<file path="config.mk">
export PLATFORM = sky130hd
export DESIGN_NAME = button_event_gen
export DESIGN_NICKNAME = d
export VERILOG_FILES = /design/src/rtl/button_event_gen.sv
export SDC_FILE = /design/constraint.sdc
export NUM_CORES = 1
export LEC_CHECK = 0
export ABC_AREA = 1
export BUFFER_PORTS_ARGS = -buffer_cell sky130_fd_sc_hd__buf_2
export CORE_AREA = 2 2 61 63
export DETAILED_ROUTE_END_ITERATION = 6
export DIE_AREA = 0 0 63 65
export GPL_TIMING_DRIVEN = 0
export HOLD_SLACK_MARGIN = 0.05
export PLACE_DENSITY = 0.75
export SLEW_MARGIN = 20
export SYNTH_ARGS = -nofsm -noshare
export SYNTH_HDL_FRONTEND = slang
export SYNTH_SLANG_ARGS = --single-unit
</file>
<file path="constraint.sdc">
create_clock -name clock -period 1.2 [get_ports clock]
set_input_delay 0.06 -clock clock [delete_from_list [all_inputs] [get_ports clock]]
set_output_delay 0.06 -clock clock [all_outputs]
set_load 0.005 [all_outputs]
</file>
<file path="src/rtl/button_event_gen.sv">
// Turns a debounced button level into one-cycle press/release/short/long/repeat events.
// Auto-repeat while held after a long press is compiled in only when AUTO_REPEAT_EN is defined.
module button_event_gen #(
  parameter int CNT_W        = 24,
  parameter int LONG_DELAY   = 12_500_000,
  parameter int REPEAT_DELAY = 2_500_000
) (
  input  logic clock,
  input  logic reset_n,
  input  logic clean,
  output logic press_pulse,
  output logic release_pulse,
  output logic short_pulse,
  output logic long_pulse,
  output logic repeat_pulse,
  output logic held
);

  if (LONG_DELAY < 2 || REPEAT_DELAY < 2) begin : g_bad_delay
    $error("button_event_gen: LONG_DELAY and REPEAT_DELAY must be >= 2");
  end
  if ((64'd1 << CNT_W) <= 64'(LONG_DELAY) || (64'd1 << CNT_W) <= 64'(REPEAT_DELAY)) begin : g_bad_cnt_w
    $error("button_event_gen: CNT_W too narrow for the configured delays");
  end

  localparam logic [CNT_W-1:0] LONG_LAST = CNT_W'(LONG_DELAY - 1);

  typedef enum logic [1:0] {IDLE, PRESSED, LONG_HELD} state_t;

  state_t           state;
  logic             prev;
  logic [CNT_W-1:0] count;
  logic             rise, fall;

  assign rise = clean & ~prev;
  assign fall = ~clean & prev;

`ifdef AUTO_REPEAT_EN
  localparam logic [CNT_W-1:0] REPEAT_LAST = CNT_W'(REPEAT_DELAY - 1);
  logic repeat_q;
  assign repeat_pulse = repeat_q;
`else
  assign repeat_pulse = 1'b0;
`endif

  always_ff @(posedge clock or negedge reset_n) begin
    if (!reset_n) begin
      state         <= IDLE;
      prev          <= 1'b0;
      count         <= '0;
      press_pulse   <= 1'b0;
      release_pulse <= 1'b0;
      short_pulse   <= 1'b0;
      long_pulse    <= 1'b0;
      held          <= 1'b0;
`ifdef AUTO_REPEAT_EN
      repeat_q      <= 1'b0;
`endif
    end else begin
      prev          <= clean;
      press_pulse   <= 1'b0;
      release_pulse <= 1'b0;
      short_pulse   <= 1'b0;
      long_pulse    <= 1'b0;
`ifdef AUTO_REPEAT_EN
      repeat_q      <= 1'b0;
`endif
      case (state)
        IDLE: begin
          count <= '0;
          if (rise) begin
            press_pulse <= 1'b1;
            held        <= 1'b1;
            state       <= PRESSED;
          end
        end
        PRESSED: begin
          // a release landing on the long-press edge still counts as a short click
          if (fall) begin
            release_pulse <= 1'b1;
            short_pulse   <= 1'b1;
            held          <= 1'b0;
            count         <= '0;
            state         <= IDLE;
          end else if (count == LONG_LAST) begin
            long_pulse <= 1'b1;
            count      <= '0;
            state      <= LONG_HELD;
          end else begin
            count <= count + 1'b1;
          end
        end
        LONG_HELD: begin
          if (fall) begin
            release_pulse <= 1'b1;
            held          <= 1'b0;
            count         <= '0;
            state         <= IDLE;
          end else begin
`ifdef AUTO_REPEAT_EN
            if (count == REPEAT_LAST) begin
              repeat_q <= 1'b1;
              count    <= '0;
            end else begin
              count <= count + 1'b1;
            end
`else
            count <= '0;
`endif
          end
        end
        default: begin
          state <= IDLE;
          held  <= 1'b0;
          count <= '0;
        end
      endcase
    end
  end

endmodule
</file>
==> reports/qor.yml <==
synthesis:
  netlist_area_um2: 1760
  yosysSeqAreaShare: 0.456
  synth.most_common_cell: "nor2_1"
  synth_ff_type: "dfrtp_1"
  synth-warning-count: 0
  yosys.area.top_type: "dfrtp_1"
  syn_area_per_cell_um2: 7.44
  synth_commonest_cells: "nor2_1, nand2_1, dfrtp_1"
  synthCells: 236
  synth_cell_type_count: 25
  synth_top_area_share: 0.456
  ys_ff_latch: 32
  synth_area_leaders: "dfrtp_1, nor2_1, nand2_1"
  synth_edf_count: 0
  async_flop_share: 1.00
  synth_fp_nets: 243
layout:
  seq_area_um2: 803
  fillers: 314
  multi_input_area_um2: 1000
  final_util: 0.640
  antenna_cells: 0
  final_cell_count_no_fill: 316
  final_layout_size_suffix_gt1_frac: 0.306
  syn_to_final_growth_pct: 27.4
  final_nets: 274
cts:
  clock_path_buffers: 2
  clk_latency_ns: 0.34
  htree_levels: 2
  cts_sinks: 32
  cts_tree: "yes"
  cts_buffers: 5
  cts_root_buffer: "clkbuf_4"
  path_clk_slew_ns: 0.10
critical_path:
  path_cells: "nor2_1, nand2_1, nor2_2, nand3_2, nand2_4, buf_8, nor2_1"
  worstPathRequired_ns: 1.43
  regToRegSetupSlack_ns: -0.21
  path_delay_family: "simple AND/OR/NAND/NOR gates"
  cp-start-kind: "flip-flop"
  criticalPathCategory: "reg -> reg"
  critPathArrivalTime_ns: 1.64
  crit_slowest_cell: "dfrtp_1"
  cp_common_cell: "nor2_1"
  end_kind: "flip-flop"
  critPathMaxFanout: 10
  max_stage_delay_ns: 0.44
  critPathBufInv: 1
timing:
  maxSlewHeadroom: 0.527
  rsz0062_at_grt: "yes"
  fin_crit_sh: 1.17
  hold_violations: 0
  min_period_ns: 1.41
  setup_ws_ns: -0.205
  max_freq_ghz: 0.712
  tightest_slew_ns: 0.709
  slew_violations: 0
  fin_skew_ns: 0.00975
  fin_tns_setup_ns: -4.58
  setup_viol: 27
place:
  place_congestion: 0.926
  dp.cells: 291
  preCtsSetupSlack_ns: -0.327
  dp_hpwl_um: 2490
  port_buffers: 7
floorplanning:
  initial_utilization: 0.502
  die-area_um2: 4100
  die_w_um: 63
  rows: 22
  io-pin-count: 9
  design.core.area_um2: 3500
  die_h_um: 65
global_routing:
  grt_pass1_vias: 1425
  grt_max_degree: 33
  grt-ovfl-total: 0
  antenna_found_initial: 0
  grt_pass1_wl_um: 6400
  grtUsageTotal: 0.205
power:
  p_per_area_nw_per_um2: 1250
  p_total_uw: 2790
  peakVddDrop_mv: 0.532
  leakagePower_uw: 0.00104
drt:
  vias: 1555
  dr.pass1.iters: 5
  routed_wirelength_um: 3820
  ant_nets: 0
  routedWlPerCell_um: 12.1
  post-route-drc-count: 0
  viasPerCell: 4.92
  first_iter_violations: 48
job:
  maxCapViolCount: 0
outcome:
  status: "finished with violations"
  violations: "negative setup slack"
hold_path:
  hold_class: "in -> reg"
## metrics by stage
stage	instance area [µm²]	hold WS, ns
final	2240	0.0845
after global routing	2240	0.113
after CTS	2170	0.118
after detailed placement	1870	0.159
after global placement	1870	0.153
after floorplan	1770	-0.236
## placed cells by master (no fill, tap or decap), types with 3 or more instances in the layout
master	n
nor3_2	6
buf_2	7
inv_2	6
buf_4	13
nand2_2	8
xnor2_1	3
nor3_1	3
xor2_1	4
inv_1	23
dfrtp_1	30
nand3_2	4
clkbuf_4	5
nand3_1	10
nor2_2	12
nor2_4	5
nand2_1	50
nand2_4	3
nor2_1	47
## logic make-up after synthesis
kind of cell    Yosys count  share of synthesized area
xor+xnor                  7                     0.0349
compound gates            6                     0.0214
fa+ha+maj                 4                     0.0285
flops                    32                      0.456
other cells               1                    0.00214
buf+inv                  32                     0.0748
simple gates            154                      0.382
## sequential cells by signal, indices dropped and copies added, names as in the netlist
register       count
press_pulse        1
prev               1
short_pulse        1
long_pulse         1
held               1
release_pulse      1
state              2
count             24
## worst reg2reg max path: cells and delay by family (launching register included)
kind,cells,cell delay (ns)
buffers and inverters,1,0.15
DFF,1,0.44
and+or+nand+nor,6,0.71
## power breakdown
part	internal [µW]	total (µW)	switching, µW
combinational	376	898	522
clock	289	658	369
sequential	1170	1230	63.3
total	1830	2790	954
## cell type report
cell class / count / area share
Multi-Input combinational cell: 173 / 0.447
Sequential cell: 32 / 0.359
Timing Repair Buffer: 23 / 0.0789
Inverter: 30 / 0.0515
Tap cell: 48 / 0.0268
Clock buffer: 8 / 0.0263
Buffer: 2 / 0.0101
## per-layer routing
layer | vias to the layer above | part of all wire | wire length, µm | track usage
met1 | 731 | 0.46 | 1770 | 0.266
met4 | 0 | 0.013 | 51 | 0.0833
li1 | 786 | - | - | -
met2 | 29 | 0.49 | 1880 | 0.339
met5 | - | 0 | 0 | 0
met3 | 9 | 0.030 | 115 | 0.0365
## final timing paths
| check | start | to | depth (start not counted) |
|---|---|---|---|
| min | clean | long_pulse | 3 |
| max reg2reg | count[5] | count[0] | 7 |
| max | count[5] | count[0] | 7 |
| max in group asynchronous | reset_n | count[4] | 2 |
| min in group asynchronous | reset_n | count[7] | 2 |
| min reg2reg | held | held | 2 |
## what timing repair did
item                                    4_1_cts  5_1_grt
pin swaps                                    13        6
gates cloned                                  1        0
buffers inserted                              9        5
hold endpoints to repair                     34        0
gates resized for setup                      33       12
hold buffers                                  2        0
endpoints found under the setup margin       28       28
No activity file was read; power rests on OpenSTA's default activity.
